$ cat config.mk
export PLATFORM = sky130hd
export DESIGN_NAME = ch_cbus_port_flat
export DESIGN_NICKNAME = d
export VERILOG_FILES = /design/src/rtl/ch_cbus_port_if.sv /design/src/rtl/ch_cbus_port.sv /design/src/flat_wrapper.sv
export SDC_FILE = /design/constraint.sdc
export NUM_CORES = 1
export LEC_CHECK = 0
export CORE_UTILIZATION = 51
export CTS_CLUSTER_SIZE = 28
export DETAILED_ROUTE_END_ITERATION = 8
export PLACE_DENSITY = 0.84
export REMOVE_ABC_BUFFERS = 1
export SETUP_SLACK_MARGIN = 0.05
export SYNTH_ARGS = -nofsm -noshare
export SYNTH_HDL_FRONTEND = slang
export SYNTH_SLANG_ARGS = --single-unit
export TNS_END_PERCENT = 100
$ cat constraint.sdc
create_clock -name clk_ch_h -period 3.5 [get_ports clk_ch_h]
set_clock_uncertainty 0.15 [all_clocks]
set_input_delay 0.7 -clock clk_ch_h [delete_from_list [all_inputs] [get_ports clk_ch_h]]
set_output_delay 0.7 -clock clk_ch_h [all_outputs]
set_load 0.01 [all_outputs]
$ cat src/rtl/ch_cbus_port_if.sv
// CBUS port signal bundle: the MB-side CBUS lines and the channel-side FIFO/write handshakes.
// Bit 0 is the MSB of every data word. Parity bit g covers data bits 6g..6g+5.
interface ch_cbus_port_if;
  logic [0:35] cbus_d_re_h;
  logic [0:5]  cbus_par_re_h;
  logic        cbus_word_valid_h;
  logic        crc_cbus_out_hold_h;
  logic [0:35] ch_rd_word_h;
  logic        ch_rd_perr_h;
  logic        ch_rd_valid_h;
  logic        ch_rd_take_h;
  logic [0:35] ch_wr_word_h;
  logic        ch_wr_req_h;
  logic        ch_wr_ack_h;
  logic        cbus_req_h;
  logic        cbus_grant_h;
  logic [0:35] cbus_d_te_h;
  logic [0:5]  cbus_par_te_h;
  logic        cbus_te_en_h;
  logic        par_err_h;
  logic        ovf_err_h;
  logic        err_clr_h;

  // Port block side
  modport slave (
    input  cbus_d_re_h, cbus_par_re_h, cbus_word_valid_h, ch_rd_take_h,
           ch_wr_word_h, ch_wr_req_h, cbus_grant_h, err_clr_h,
    output crc_cbus_out_hold_h, ch_rd_word_h, ch_rd_perr_h, ch_rd_valid_h,
           ch_wr_ack_h, cbus_req_h, cbus_d_te_h, cbus_par_te_h, cbus_te_en_h,
           par_err_h, ovf_err_h
  );

  // MB / channel side
  modport master (
    output cbus_d_re_h, cbus_par_re_h, cbus_word_valid_h, ch_rd_take_h,
           ch_wr_word_h, ch_wr_req_h, cbus_grant_h, err_clr_h,
    input  crc_cbus_out_hold_h, ch_rd_word_h, ch_rd_perr_h, ch_rd_valid_h,
           ch_wr_ack_h, cbus_req_h, cbus_d_te_h, cbus_par_te_h, cbus_te_en_h,
           par_err_h, ovf_err_h
  );
endinterface

$ cat src/rtl/ch_cbus_port.sv
// Channel CBUS port: 4-deep receive FIFO with parity checking and flow-control hold,
// plus a request/grant transmit FSM that drives one word onto the CBUS per channel write.
module ch_cbus_port (
  input logic          clk_ch_h,
  input logic          crobar_h,
  ch_cbus_port_if.slave bus
);

  localparam int DATA_W = 36;
  localparam int GRP_W  = 6;
  localparam int NGRP   = DATA_W / GRP_W;

  typedef enum logic [1:0] {IDLE, REQ, DRIVE, ACK} state_t;

  // Odd parity per 6-bit group (group XOR parity bit must be 1)
  function automatic logic [0:NGRP-1] odd_par(input logic [0:DATA_W-1] w);
    logic [0:NGRP-1] p;
    for (int g = 0; g < NGRP; g++) p[g] = ~^w[g*GRP_W +: GRP_W];
    return p;
  endfunction

  // True when any group fails the odd-parity check
  function automatic logic bad_par(input logic [0:DATA_W-1] w, input logic [0:NGRP-1] p);
    logic bad;
    bad = 1'b0;
    for (int g = 0; g < NGRP; g++) bad |= ~(^{w[g*GRP_W +: GRP_W], p[g]});
    return bad;
  endfunction

  logic [0:DATA_W-1] mem_d [4];
  logic              mem_perr [4];
  logic [1:0]        wr_ptr, rd_ptr;
  logic [2:0]        cnt, cnt_nxt;
  logic              push, pop, drop, rx_bad;
  logic              hold_q, par_err_q, ovf_err_q;
  logic [0:DATA_W-1] tx_word;
  state_t            state, state_nxt;

  // Receive-side decode: a pop frees a slot for a same-cycle word even when full
  always_comb begin
    pop     = bus.ch_rd_take_h && (cnt != 3'd0);
    push    = bus.cbus_word_valid_h && ((cnt != 3'd4) || pop);
    drop    = bus.cbus_word_valid_h && !push;
    rx_bad  = bad_par(bus.cbus_d_re_h, bus.cbus_par_re_h);
    cnt_nxt = cnt;
    case ({push, pop})
      2'b10:   cnt_nxt = cnt + 3'd1;
      2'b01:   cnt_nxt = cnt - 3'd1;
      default: cnt_nxt = cnt;
    endcase
  end

  // FIFO storage; contents are meaningless while cnt says empty, so no reset
  always_ff @(posedge clk_ch_h) begin
    if (push) begin
      mem_d[wr_ptr]    <= bus.cbus_d_re_h;
      mem_perr[wr_ptr] <= rx_bad;
    end
  end

  // FIFO pointers, occupancy, hold and sticky error flags (set beats clear)
  always_ff @(posedge clk_ch_h or posedge crobar_h) begin
    if (crobar_h) begin
      wr_ptr    <= 2'd0;
      rd_ptr    <= 2'd0;
      cnt       <= 3'd0;
      hold_q    <= 1'b0;
      par_err_q <= 1'b0;
      ovf_err_q <= 1'b0;
    end else begin
      if (push) wr_ptr <= wr_ptr + 2'd1;
      if (pop)  rd_ptr <= rd_ptr + 2'd1;
      cnt       <= cnt_nxt;
      hold_q    <= (cnt_nxt >= 3'd2);
      par_err_q <= (push && rx_bad) || (par_err_q && !bus.err_clr_h);
      ovf_err_q <= drop || (ovf_err_q && !bus.err_clr_h);
    end
  end

  assign bus.ch_rd_valid_h       = (cnt != 3'd0);
  assign bus.ch_rd_word_h        = mem_d[rd_ptr];
  assign bus.ch_rd_perr_h        = mem_perr[rd_ptr];
  assign bus.crc_cbus_out_hold_h = hold_q;
  assign bus.par_err_h           = par_err_q;
  assign bus.ovf_err_h           = ovf_err_q;

  // Transmit FSM state register
  always_ff @(posedge clk_ch_h or posedge crobar_h) begin
    if (crobar_h) state <= IDLE;
    else          state <= state_nxt;
  end

  // Transmit word capture; only observable while in DRIVE, so no reset
  always_ff @(posedge clk_ch_h) begin
    if (state == IDLE && bus.ch_wr_req_h) tx_word <= bus.ch_wr_word_h;
  end

  // Transmit next-state: a grant that collides with an incoming word is ignored
  always_comb begin
    state_nxt = state;
    case (state)
      IDLE:    if (bus.ch_wr_req_h) state_nxt = REQ;
      REQ:     if (bus.cbus_grant_h && !bus.cbus_word_valid_h) state_nxt = DRIVE;
      DRIVE:   state_nxt = ACK;
      ACK:     state_nxt = IDLE;
      default: state_nxt = IDLE;
    endcase
  end

  // Transmit outputs: bus lines are zero except during the single DRIVE cycle
  always_comb begin
    bus.cbus_req_h    = 1'b0;
    bus.cbus_te_en_h  = 1'b0;
    bus.cbus_d_te_h   = '0;
    bus.cbus_par_te_h = '0;
    bus.ch_wr_ack_h   = 1'b0;
    case (state)
      REQ:   bus.cbus_req_h = 1'b1;
      DRIVE: begin
        bus.cbus_req_h    = 1'b1;
        bus.cbus_te_en_h  = 1'b1;
        bus.cbus_d_te_h   = tx_word;
        bus.cbus_par_te_h = odd_par(tx_word);
      end
      ACK:   bus.ch_wr_ack_h = 1'b1;
      default: ;
    endcase
  end

endmodule

$ cat src/flat_wrapper.sv
// flat-port wrapper written by rule: the top's interface ports become plain ports
module ch_cbus_port_flat 
  (clk_ch_h, crobar_h, bus_cbus_d_re_h, bus_cbus_par_re_h, bus_cbus_word_valid_h, bus_ch_rd_take_h, bus_ch_wr_word_h, bus_ch_wr_req_h, bus_cbus_grant_h, bus_err_clr_h, bus_crc_cbus_out_hold_h, bus_ch_rd_word_h, bus_ch_rd_perr_h, bus_ch_rd_valid_h, bus_ch_wr_ack_h, bus_cbus_req_h, bus_cbus_d_te_h, bus_cbus_par_te_h, bus_cbus_te_en_h, bus_par_err_h, bus_ovf_err_h);
  ch_cbus_port_if bus_i ();
  input logic clk_ch_h;
  input logic crobar_h;
  input wire logic [$bits(bus_i.cbus_d_re_h)-1:0] bus_cbus_d_re_h;
  input wire logic [$bits(bus_i.cbus_par_re_h)-1:0] bus_cbus_par_re_h;
  input wire logic [$bits(bus_i.cbus_word_valid_h)-1:0] bus_cbus_word_valid_h;
  input wire logic [$bits(bus_i.ch_rd_take_h)-1:0] bus_ch_rd_take_h;
  input wire logic [$bits(bus_i.ch_wr_word_h)-1:0] bus_ch_wr_word_h;
  input wire logic [$bits(bus_i.ch_wr_req_h)-1:0] bus_ch_wr_req_h;
  input wire logic [$bits(bus_i.cbus_grant_h)-1:0] bus_cbus_grant_h;
  input wire logic [$bits(bus_i.err_clr_h)-1:0] bus_err_clr_h;
  output wire logic [$bits(bus_i.crc_cbus_out_hold_h)-1:0] bus_crc_cbus_out_hold_h;
  output wire logic [$bits(bus_i.ch_rd_word_h)-1:0] bus_ch_rd_word_h;
  output wire logic [$bits(bus_i.ch_rd_perr_h)-1:0] bus_ch_rd_perr_h;
  output wire logic [$bits(bus_i.ch_rd_valid_h)-1:0] bus_ch_rd_valid_h;
  output wire logic [$bits(bus_i.ch_wr_ack_h)-1:0] bus_ch_wr_ack_h;
  output wire logic [$bits(bus_i.cbus_req_h)-1:0] bus_cbus_req_h;
  output wire logic [$bits(bus_i.cbus_d_te_h)-1:0] bus_cbus_d_te_h;
  output wire logic [$bits(bus_i.cbus_par_te_h)-1:0] bus_cbus_par_te_h;
  output wire logic [$bits(bus_i.cbus_te_en_h)-1:0] bus_cbus_te_en_h;
  output wire logic [$bits(bus_i.par_err_h)-1:0] bus_par_err_h;
  output wire logic [$bits(bus_i.ovf_err_h)-1:0] bus_ovf_err_h;
  assign bus_i.cbus_d_re_h = bus_cbus_d_re_h;
  assign bus_i.cbus_par_re_h = bus_cbus_par_re_h;
  assign bus_i.cbus_word_valid_h = bus_cbus_word_valid_h;
  assign bus_i.ch_rd_take_h = bus_ch_rd_take_h;
  assign bus_i.ch_wr_word_h = bus_ch_wr_word_h;
  assign bus_i.ch_wr_req_h = bus_ch_wr_req_h;
  assign bus_i.cbus_grant_h = bus_cbus_grant_h;
  assign bus_i.err_clr_h = bus_err_clr_h;
  assign bus_crc_cbus_out_hold_h = bus_i.crc_cbus_out_hold_h;
  assign bus_ch_rd_word_h = bus_i.ch_rd_word_h;
  assign bus_ch_rd_perr_h = bus_i.ch_rd_perr_h;
  assign bus_ch_rd_valid_h = bus_i.ch_rd_valid_h;
  assign bus_ch_wr_ack_h = bus_i.ch_wr_ack_h;
  assign bus_cbus_req_h = bus_i.cbus_req_h;
  assign bus_cbus_d_te_h = bus_i.cbus_d_te_h;
  assign bus_cbus_par_te_h = bus_i.cbus_par_te_h;
  assign bus_cbus_te_en_h = bus_i.cbus_te_en_h;
  assign bus_par_err_h = bus_i.par_err_h;
  assign bus_ovf_err_h = bus_i.ovf_err_h;
  ch_cbus_port u_core (.clk_ch_h(clk_ch_h), .crobar_h(crobar_h), .bus(bus_i));
endmodule
After elaboration in Yosys (flattened, before gate mapping)
Memory sizes are Yosys's and may differ from the RTL's.
Cells that the tools add are included.
{"block": "totals", "regBits": 48, "ram_bits": 148, "out_inout_bits": 86, "word_cells": 75, "memories": 2}
{"block": "classes", "addsub": 4, "n_lt_le_gt_ge": 1, "n_eq_ne": 8, "n_mux": 11, "n_bitwise": 11, "n_reduce_logical": 30}
{"memory": "u_core.mem_d", "depth": 4, "width": 36, "rd": 1, "rd_ports_with_merged_regs": 0, "write_ports": 1, "line_no": "ch_cbus_port.sv:30", "rtl": "logic [0:DATA_W-1] mem_d [4];"}
{"memory": "u_core.mem_perr", "depth": 4, "width": 1, "rd": 1, "rd_ports_with_merged_regs": 0, "write_ports": 1, "line_no": "ch_cbus_port.sv:31", "rtl": "logic mem_perr [4];"}
{"op": "$reduce_xor 7->1", "n": 6}
{"op": "$mux 36", "n": 1}
{"op": "$reduce_xnor 6->1", "n": 6}
{"op": "$logic_and 1x1->1", "n": 8}
{"op": "$pmux 2 s4", "n": 1}
{"op": "$eq 2x2->1 const B", "n": 3}
{"op": "$mux 6", "n": 1}
{"op": "$not 1->1", "n": 6}
{"op": "$pmux 3 s2", "n": 1}
{"op": "$mux 1", "n": 5}
{"op": "$or 1x1->1", "n": 5}
{"op": "$add 2x1->2 const B", "n": 2}
{"op": "$eq 2x1->1 const B", "n": 2}
{"op": "$mux 2", "n": 2}
{"op": "$add 3x1->3 const B", "n": 1}
{"op": "$ge 3x2->1 const B", "n": 1}
{"op": "$logic_not 1->1", "n": 3}
{"op": "$logic_or 1x1->1", "n": 3}
{"op": "$ne 3x3->1 const B", "n": 1}
{"op": "$reduce_bool 3->1", "n": 1}
{"op": "$sub 3x1->3 const B", "n": 1}
{"op": "$logic_not 2->1", "n": 1}
{"op": "$ne 2x1->1 const B", "n": 1}
{"op": "$ne 2x2->1 const B", "n": 1}
{"op": "2 further kinds", "n": 2}

Longest topological paths before layout
Gate-level depths: netlist (run 1).
{"block": "depth", "depth_word": 9, "ltp_mapped": 8, "ltp_nobuf": 7}

Worst setup path after synthesis (run 1)
Ideal clock, no wire load.
{"block": "synth_path", "kind": "input to register", "startpoint": "input bus_ch_rd_take_h", "endpoint": "register u_core.hold_q (netlist: u_core.bus.crc_cbus_out_hold_h)", "setup_ns": 0.124, "arrival_time_ns": 2.493, "path_slack_ns": 0.733, "path_stages": 8, "path_cell_list": "buf_6 -> o31ai_1 -> or2_2 -> fa_1 -> or3b_1 -> a32o_1 -> a21o_1 -> o21bai_1"}
{"block": "synth_via", "elab_chain_cells": 6, "elab_cells_between_ends": 7}
{"element": "start: declaration", "line_no": "flat_wrapper.sv:10", "rtl": "input wire logic [$bits(bus_i.ch_rd_take_h)-1:0] bus_ch_rd_take_h;"}
{"element": "$logic_and 1x1->1 (*)", "line_no": "ch_cbus_port.sv:41", "rtl": "pop = bus.ch_rd_take_h && (cnt != 3'd0);"}
{"element": "$logic_or 1x1->1", "line_no": "ch_cbus_port.sv:42", "rtl": "push = bus.cbus_word_valid_h && ((cnt != 3'd4) || pop);"}
{"element": "$logic_and 1x1->1", "line_no": "ch_cbus_port.sv:42"}
{"element": "$eq 2x1->1 / $eq 2x2->1 (equally long branches)", "line_no": "ch_cbus_port.sv:46", "rtl": "case ({push, pop})"}
{"element": "$pmux 3 s2 (*)", "line_no": "ch_cbus_port.sv:46"}
{"element": "named net u_core.cnt_nxt[2]", "line_no": "ch_cbus_port.sv:33", "rtl": "logic [2:0] cnt, cnt_nxt;"}
{"element": "$ge 3x2->1 (*)", "line_no": "ch_cbus_port.sv:74", "rtl": "hold_q <= (cnt_nxt >= 3'd2);"}
{"element": "end signal: assignment", "line_no": "ch_cbus_port.sv:74"}
{"element": "end: declaration", "line_no": "ch_cbus_port.sv:35", "rtl": "logic hold_q, par_err_q, ovf_err_q;"}
The timed path passes the listed nets; every way through them passes the cells marked *.
A chain may end at the register's enable or synchronous reset.

Final worst setup path (run 1)
{"block": "layout_path", "startpoint": "register u_core.rd_ptr[0]", "endpoint": "output bus_ch_rd_word_h[26]"}
{"block": "layout_via", "elab_chain_cells": 1}
{"element": "start: declaration", "line_no": "ch_cbus_port.sv:32", "rtl": "logic [1:0] wr_ptr, rd_ptr;"}
{"element": "start signal: assignment", "line_no": "ch_cbus_port.sv:72", "rtl": "if (pop) rd_ptr <= rd_ptr + 2'd1;"}
{"element": "$mem_v2 4x36"}
{"element": "end: declaration", "line_no": "flat_wrapper.sv:16", "rtl": "output wire logic [$bits(bus_i.ch_rd_word_h)-1:0] bus_ch_rd_word_h;"}
Every way passes these cells.

==> results of run 1 <==
through the flow:
| stage | instances | power (mW) | hold WS (ps) |
|---|---|---|---|
| finish | 819 | 8.462 | 373.9 |
| CTS | 819 | 8.553 | 380.4 |
| detailed placement | 787 | 6.592 | 346.7 |
| floorplan | 396 | 4.991 | 390.1 |
| global placement | 787 | 6.467 | 358.6 |
| global route | 819 | 8.845 | 393.6 |
flip-flops by register name (all words and copies together), names as in the netlist:
signal                          flops
u_core.mem_d                      144
u_core.tx_word                     36
u_core.mem_perr                     4
u_core.cnt                          3
u_core.rd_ptr                       2
u_core.state                        2
u_core.wr_ptr                       2
u_core.bus.crc_cbus_out_hold_h      1
u_core.bus.ovf_err_h                1
u_core.bus.par_err_h                1
final timing paths:
kind / from / end / slack [ps] / cells past startpoint
max: u_core.rd_ptr[0] / bus_ch_rd_word_h[26] / 440 / 3
min: u_core.bus.ovf_err_h / u_core.bus.ovf_err_h / 370 / 1
max reg2reg: u_core.cnt[0] / u_core.bus.crc_cbus_out_hold_h / 860 / 7
min reg2reg: u_core.bus.ovf_err_h / u_core.bus.ovf_err_h / 370 / 1
max in group asynchronous: crobar_h / u_core.rd_ptr[1] / 2390 / 2
min in group asynchronous: crobar_h / u_core.cnt[2] / 460 / 2
cell usage in the layout (no fill, tap or decap), drive strengths merged, types with 2 or more instances in the layout:
master	count
o21ai	6
dfrtp	12
nand2	5
buf	10
a21oi	2
bufinv	2
and2	48
xnor2	40
xor2	8
edfxtp	184
clkbuf	18
inv	14
nor2b	3
mux4	37
clkinvlp	2
nand3	2
ha	9
nor2	4
clkinv	5
clkdlybuf4s50	170
xnor3	12
layer usage:
layer  wire length, um  track usage [%]  share of wire, %
met3              1029            4.174               6.4
met2              8438            34.79                52
met5                 0                0                 0
met4               363            9.412               2.2
met1              6361            26.37                39
cell type report:
cell class              instances  area [um2]
clock buffers                  18       429.2
inverters                       9       33.78
multi-input cells             191        2178
well taps                     211       264.0
fillers                       971        4616
clock inverters                14       170.2
flip-flops and latches        196        5828
repair buffers                180        1852
report_power, final:
| group | leakage (nW) | internal, mW | switching, mW |
|---|---|---|---|
| registers | 1.83 | 3.10 | 0.214 |
| logic | 1.59 | 1.78 | 1.42 |
| clock network | 0.289 | 1.08 | 0.867 |
cell usage after synthesis (3+ instances only):
cell type  instances
edfxtp_1         184
and2_1            48
xnor2_1           40
mux4_2            37
dfrtp_1           12
xnor3_1           12
ha_1               9
inv_1              9
xor2_1             8
buf_2              6
clkbuf_1           6
o21ai_0            6
nand2_1            5
nor2_1             4
nor2b_1            3
worst max-delay path, stage by stage (launching register included):
cell	delay (ps)
dfrtp_2	380
buf_12	290
mux4_2	590
clkdlybuf4s50_1	500
cell families after synthesis:
logic type,after synthesis
AO/OA/AOI/OAI,16
XOR/XNOR,60
adder cells (fa/ha/maj),10
buffers and inverters,25
flip-flops,196
multiplexers,37
AND/OR/NAND/NOR,68
==> flow_metrics.tcl, run 1 <==
set metrics [dict create \
    ys_ff_latch 196 \
    numPortBuffers 170 \
    setup_viol 0 \
    slew_violations 0 \
    hold_violations 0 \
    areaGrowthSynthToFinish_pct 32.45 \
    min_period_ps 3062 \
    wire_per_inst_um 19.77 \
    power_leakage_nw 3.711 \
    ys_types 35 \
    dpl-instance-area_um2 10160 \
    vdd_drop_max_mv 0.6103 \
    yosysSeqAreaShare_pct 71.74 \
    cts-root-buf "clkbuf_16" \
    grtUsageTotal_pct 20.78 \
    die_y_um 128.2 \
    vias_per_cell 5.154 \
    drive_gt1_share_pct 14.14 \
    synth_edf_count 184 \
    synthDominantAreaCellType "edfxtp_1" \
    cts_made_buffers 17 \
    cp-start-kind "flip-flop" \
    syn_area_um2 8120 \
    fin_setup_tns_ps 0 \
    yosysWarnings 0 \
    cts.htree.levels 4 \
    grt_max_degree 44 \
    die_area_um2 16430 \
    clk_path_buf_depth 2 \
    synth_top_family_by_area "multiplexers" \
    synth_cells 412 \
    async_reset_ff_share_pct 6.122 \
    synth-simple-area-share_pct 5.085 \
    fin_area_um2 10760 \
    num_antenna_cells 0 \
    antenna_left 0 \
    syn_avg_cell_area_um2 19.71 \
    clkTransAtPathRegs_ps 70 \
    place_ws_ps 183.9 \
    hpwl_mm 10.43 \
    initial_utilization_pct 52.83 \
    drv_cap 0 \
    post-cts-setup-buffers 0 \
    fin_util_pct 69.97 \
    setup_ws_ps 438.5 \
    synth_xor_area_share_pct 8.505 \
    power_density_nw_per_um2 786.8 \
    maxSlewHeadroom_pct 62.85 \
    ctsResizeCount 0 \
    yosys-top-cells-area "edfxtp_1 68%, mux4_2 10%, xnor2_1 4.3%, and2_1 3.7%, dfrtp_1 3.7%" \
    synthAdderAreaFrac_pct 1.633 \
    drt-initial-drc-count 269 \
    finalCritPeriodShare_pct 87.47 \
    worstSetupEndpointType "output port" \
    num_vias 4221 \
    synth_top_flop_cell "edfxtp_1" \
    fin_nets 690 \
    cp.arrival_ps 2210 \
    tightestPinTransition_ps 556.2 \
    cp.required_ps 2650 \
    rows 45 \
    drc 0 \
    gp_congestion 0.7512 \
    crit_path_max_fanout 39 \
    synth_top_area_share_pct 68.04 \
    io_pins 171 \
    core_um2 15370 \
    cts_tree "built" \
    status "finished, final reports clean" \
    rsz0062_at_grt "false" \
    max_freq_mhz 326.6 \
    clk_latency_ps 420 \
    globalRouteOverflowTotal 0 \
    muxShareOfSynthArea_pct 10.26 \
    ctsHoldBuffers 0 \
    die_w_um 128.2 \
    min-delay-path-class "reg2reg" \
    wl_mm 16.19 \
    clock_sinks 196 \
    path_class "reg2out" \
    grt_pass1_vias 4384 \
    dr.pass1.iters 5 \
    grt_antenna_before_repair 0 \
    synth_compound_area_share_pct 1.279 \
    grt_pass1_wl_mm 24.62 \
]
(Power assumes the default switching activity.)
==> run 2: changes to the inputs <==
--- a/config.mk
+++ b/config.mk
@@ -5,6 +5,7 @@
 export SDC_FILE = /design/constraint.sdc
 export NUM_CORES = 1
 export LEC_CHECK = 0
+export CORE_ASPECT_RATIO = 1.25
 export CORE_UTILIZATION = 51
 export CTS_CLUSTER_SIZE = 28
 export DETAILED_ROUTE_END_ITERATION = 8
==> flow_metrics.tcl, run 2 (synthesized netlist as in run 1, its figures left out) <==
set metrics [dict create \
    sequentialPowerShare_pct 39.9 \
    power_density_nw_per_um2 782.1 \
    setup_viol 0 \
    worstSetupEndpointType "output port" \
    fin_setup_tns_ps 0 \
    critPathBufInv 2 \
    clk_path_buf_depth 2 \
    globalRouteOverflowTotal 0 \
    numPortBuffers 170 \
    top_register "u_core.mem_d" \
    grt_pass1_wl_mm 24.54 \
    wl_met2_mm 8.891 \
    clock_sinks 196 \
    drive_gt1_share_pct 14.40 \
    wire_per_inst_um 20.05 \
    ff2ff_setup_slack_ps 860 \
    nFillCells 1030 \
    wl_met3_mm 1.096 \
    internal_power_mw 5.841 \
    ctsResizeCount 0 \
    post-cts-setup-buffers 0 \
    core_um2 15570 \
    layout_commonest_cell "edfxtp_1" \
    min_period_ps 3229 \
    max_freq_mhz 309.7 \
    grt_pass1_vias 4483 \
    grt_antenna_before_repair 0 \
    layout_common_cells "184 x edfxtp_1, 170 x clkdlybuf4s50_1, 44 x and2_1, 40 x xnor2_1, 37 x mux4_2" \
    initial_utilization_pct 52.15 \
    die_y_um 143.1 \
    fin_nets 693 \
    clkTransAtPathRegs_ps 70 \
    crit_family "buffers and inverters" \
    cp-start-kind "flip-flop" \
    finalCritPeriodShare_pct 92.25 \
    antenna_left 0 \
    power_leakage_nw 3.713 \
    cts_tree "built" \
    crit_path_max_fanout 13 \
    die_area_um2 16430 \
    grtUsageTotal_pct 21.08 \
    p_switching_mw 2.559 \
    drt-initial-drc-count 243 \
    areaGrowthSynthToFinish_pct 32.27 \
    met1_length_mm 6.018 \
    ctsHoldBuffers 0 \
    fin_area_um2 10740 \
    slew_violations 0 \
    cts_made_buffers 17 \
    hold_path.startpoint "u_core.bus.ovf_err_h" \
    fin_util_pct 68.98 \
    dr.max_layer_used "met4" \
    wl_mm 16.51 \
    path_cells "buf_4, mux4_2, clkdlybuf4s50_1" \
    clkPwrFrac_pct 22.4 \
    finalPower_mw 8.400 \
    worstReg2RegStart "u_core.cnt[0]" \
    die_w_um 114.9 \
    slowest_delay_ps 550 \
    hold_violations 0 \
    drc 0 \
    gp_congestion 0.8413 \
    dr.pass1.iters 4 \
    cts-root-buf "clkbuf_16" \
    cp.arrival_ps 2380 \
    cp.required_ps 2650 \
    rsz0062_at_grt "false" \
    dpl-instance-area_um2 10150 \
    power_frac_comb_pct 37.7 \
    switching_share_pct 30.47 \
    rows 51 \
    vias_per_cell 5.226 \
    io_pins 171 \
    critPathLaunch "u_core.rd_ptr[0]" \
    vdd_drop_max_mv 0.3781 \
    path_class "reg2out" \
    crit_slowest_cell "mux4_2" \
    cts.htree.levels 4 \
    status "finished, final reports clean" \
    drv_cap 0 \
    hpwl_mm 11.32 \
    hold_ws_ps 374.9 \
    largest_reg_flops 144 \
    maxSlewHeadroom_pct 62.46 \
    tightestPinTransition_ps 561.9 \
    num_antenna_cells 0 \
    clk_latency_ps 430 \
    min-delay-path-class "reg2reg" \
    num_vias 4301 \
    grt_max_degree 45 \
    reg_top3 "u_core.mem_d (144), u_core.tx_word (36), u_core.mem_perr (4)" \
]
run 2: cell count changes in the layout (fill, tap and decap cells not counted), moves of 2 or more:
cell,before,now
bufinv_16,2,0
clkinv_8,1,3
buf_4,4,9
buf_12,6,4
clkinv_2,2,0
run 2: power groups by stage:
stage / sequential, mW / combinational (mW) / clock, mW
2_1_floorplan: 3.43 / 1.56 / 0
3_3_place_gp: 3.36 / 3.13 / 0
3_5_place_dp: 3.40 / 3.20 / 0
4_1_cts: 3.36 / 3.22 / 1.93
5_1_grt: 3.39 / 3.40 / 2.00
6_report: 3.35 / 3.17 / 1.88
run 2: final timing paths:
check                                            endpoint  depth (start not counted)
setup / recovery                         bus_ch_rd_perr_h                          3
hold / removal                       u_core.bus.ovf_err_h                          1
setup reg to reg           u_core.bus.crc_cbus_out_hold_h                          7
hold reg to reg                      u_core.bus.ovf_err_h                          1
max in group asynchronous                u_core.rd_ptr[1]                          2
min in group asynchronous                u_core.rd_ptr[0]                          2
run 2: cell type report:
| cell class | instances | area, um2 | share of cell area (%) |
|---|---|---|---|
| Tap cell | 212 | 265.3 | 2.470 |
| Multi-Input combinational cell | 191 | 2178 | 20.28 |
| Clock inverter | 14 | 156.4 | 1.456 |
| Sequential cell | 196 | 5828 | 54.26 |
| Clock buffer | 18 | 429.2 | 3.996 |
| Timing Repair Buffer | 183 | 1849 | 17.22 |
| Inverter | 9 | 33.78 | 0.3145 |
run 2: stage by stage:
stage / worst slack [ps] / std cells
after floorplan: 361.0 / 396
after global placement: 305.0 / 791
after detailed placement: 193.7 / 791
after CTS: 203.7 / 823
after global routing: 150.1 / 823
final: 271.1 / 823
run 2: worst register-to-register path: stages, from the launching register on:
cell	delay, ps
dfrtp_1	480
o31ai_1	160
or2_2	320
fa_1	410
or3b_1	430
a32o_1	270
a21o_1	160
o21bai_1	150
run 2: routing by layer:
| layer | up-vias | global-route usage (%) |
|---|---|---|
| li1 | 1952 | - |
| met1 | 2142 | 22.83 |
| met2 | 176 | 38.05 |
| met3 | 31 | 5.518 |
| met4 | 0 | 10.12 |
| met5 | - | 0 |
==> run 3: changes to the inputs <==
--- a/config.mk
+++ b/config.mk
@@ -6,10 +6,11 @@
 export NUM_CORES = 1
 export LEC_CHECK = 0
 export CORE_ASPECT_RATIO = 1.25
-export CORE_UTILIZATION = 51
+export CORE_UTILIZATION = 55
+export CTS_BUF_LIST = sky130_fd_sc_hd__clkbuf_16
 export CTS_CLUSTER_SIZE = 28
 export DETAILED_ROUTE_END_ITERATION = 8
-export PLACE_DENSITY = 0.84
+export PLACE_DENSITY = 0.89
 export REMOVE_ABC_BUFFERS = 1
 export SETUP_SLACK_MARGIN = 0.05
 export SYNTH_ARGS = -nofsm -noshare
==> constraint.sdc (replaced) <==
create_clock -name clk_ch_h -period 3.89 [get_ports clk_ch_h]
set_clock_uncertainty 0.15 [all_clocks]
set_input_delay 0.778 -clock clk_ch_h [delete_from_list [all_inputs] [get_ports clk_ch_h]]
set_output_delay 0.778 -clock clk_ch_h [all_outputs]
set_load 0.01 [all_outputs]
==> flow_metrics.tcl, run 3 (synthesized netlist as in run 1, its figures left out) <==
set metrics [dict create \
    drive_gt1_share_pct 15.01 \
    antenna_left 0 \
    crit_path_max_fanout 15 \
    hold_violations 0 \
    min_period_ps 3311 \
    vdd_drop_max_mv 0.6122 \
    min-delay-path-class "reg2reg" \
    gp_congestion 0.8502 \
    ctsHoldBuffers 0 \
    areaGrowthSynthToFinish_pct 32.68 \
    top_register "u_core.mem_d" \
    cp.required_ps 2960 \
    multiInputGateArea_um2 2178 \
    power_density_nw_per_um2 718.5 \
    globalRouteOverflowTotal 0 \
    cp.arrival_ps 2380 \
    clk_latency_ps 430 \
    post-cts-setup-buffers 0 \
    clock_sinks 196 \
    tightestPinTransition_ps 485.8 \
    cp-start-kind "flip-flop" \
    grt_pass1_wl_mm 25.20 \
    slew_violations 0 \
    cts_made_buffers 17 \
    worstSetupEndpointType "output port" \
    numPortBuffers 170 \
    maxSlewHeadroom_pct 67.61 \
    num_vias 4401 \
    grt_max_degree 45 \
    fin_nets 695 \
    die_area_um2 15260 \
    wire_per_inst_um 21.18 \
    num_antenna_cells 0 \
    reg_top3 "u_core.mem_d (144), u_core.tx_word (36), u_core.mem_perr (4)" \
    layout_commonest_cell "edfxtp_1" \
    clk_path_buf_depth 2 \
    cts_tree "built" \
    die_y_um 137.9 \
    die_w_um 110.7 \
    grt_antenna_before_repair 0 \
    wl_mm 16.76 \
    drc 0 \
    io_pins 171 \
    grt_pass1_vias 4500 \
    grtUsageTotal_pct 22.60 \
    rows 49 \
    max_freq_mhz 302.1 \
    vias_per_cell 5.564 \
    clkTransAtPathRegs_ps 70 \
    wl_met2_mm 9.321 \
    dr.max_layer_used "met4" \
    met1_length_mm 6.330 \
    nFillCells 795 \
    drv_cap 0 \
    largest_reg_flops 144 \
    fin_setup_tns_ps 0 \
    hpwl_mm 11.63 \
    cts-root-buf "clkbuf_16" \
    path_class "reg2out" \
    finalPower_mw 7.742 \
    status "finished, final reports clean" \
    ctsResizeCount 0 \
    rsz0062_at_grt "false" \
    layout_common_cells "184 x edfxtp_1, 170 x clkdlybuf4s50_1, 44 x and2_1, 40 x xnor2_1, 37 x mux4_2" \
    regArea_um2 5828 \
    power_leakage_nw 3.757 \
    wl_met3_um 715 \
    initial_utilization_pct 56.36 \
    setup_viol 0 \
    cts.htree.levels 4 \
    finalCritPeriodShare_pct 85.10 \
    dr.pass1.iters 4 \
    drt-initial-drc-count 328 \
    core_um2 14410 \
]
## run 3: cell count changes in the layout (fill, tap and decap cells not counted), moves of 2 or more
cell / before / now
clkinv_8: 3 / 1
bufinv_16: 0 / 3
clkinv_4: 1 / 3
clkinv_2: 0 / 3
inv_8: 4 / 2
buf_12: 4 / 6
## run 3: critical path: stages (launching register included)
cell,delay [ps]
dfrtp_2,650
buf_12,240
mux4_2,560
clkdlybuf4s50_1,510
## run 3: layout make-up
cell class | instances | area share [%]
clock buffer | 17 | 3.948
multi-input combinational | 191 | 20.22
inverter | 9 | 0.3136
tap | 178 | 2.067
clock inverter | 15 | 1.823
timing repair buffer | 185 | 17.54
sequential | 196 | 54.09
## run 3: worst paths after layout
check	start	to	slack, ps	depth (start not counted)
hold reg to reg	u_core.bus.ovf_err_h	u_core.bus.ovf_err_h	370	1
min in group asynchronous	crobar_h	u_core.bus.ovf_err_h	520	2
max in group asynchronous	crobar_h	u_core.rd_ptr[1]	2720	2
setup reg to reg	u_core.cnt[0]	u_core.bus.crc_cbus_out_hold_h	1270	7
hold / removal	u_core.bus.ovf_err_h	u_core.bus.ovf_err_h	370	1
setup / recovery	u_core.rd_ptr[0]	bus_ch_rd_word_h[29]	580	3
## run 3: layer usage
metal / global-route usage (%) / vias to the layer above
met1: 26.91 / 2253
met5: 0 / -
met3: 4.589 / 31
met4: 8.593 / 0
li1: - / 1957
met2: 40.92 / 160
## run 3: through the flow
stage               cell area [um2]  cells  utilization, %  worst slack, ps  hold slack, ps
floorplan                      8033    396               -            673.0           390.1
global placement              10150    759           70.46            426.2           348.6
detailed placement            10150    759           70.46            318.4           353.1
CTS                           10770    791           74.78            506.8           369.2
global route                  10770    791           74.78            458.0           392.2
finish                        10770    791           74.78            579.5           366.4
## run 3: power by group
part	leakage, nW	internal, mW	switching, mW	total, mW
combinational	1.62	1.63	1.27	2.90
sequential	1.83	2.79	0.233	3.03
clock	0.309	1.03	0.783	1.81
total	3.76	5.45	2.29	7.74
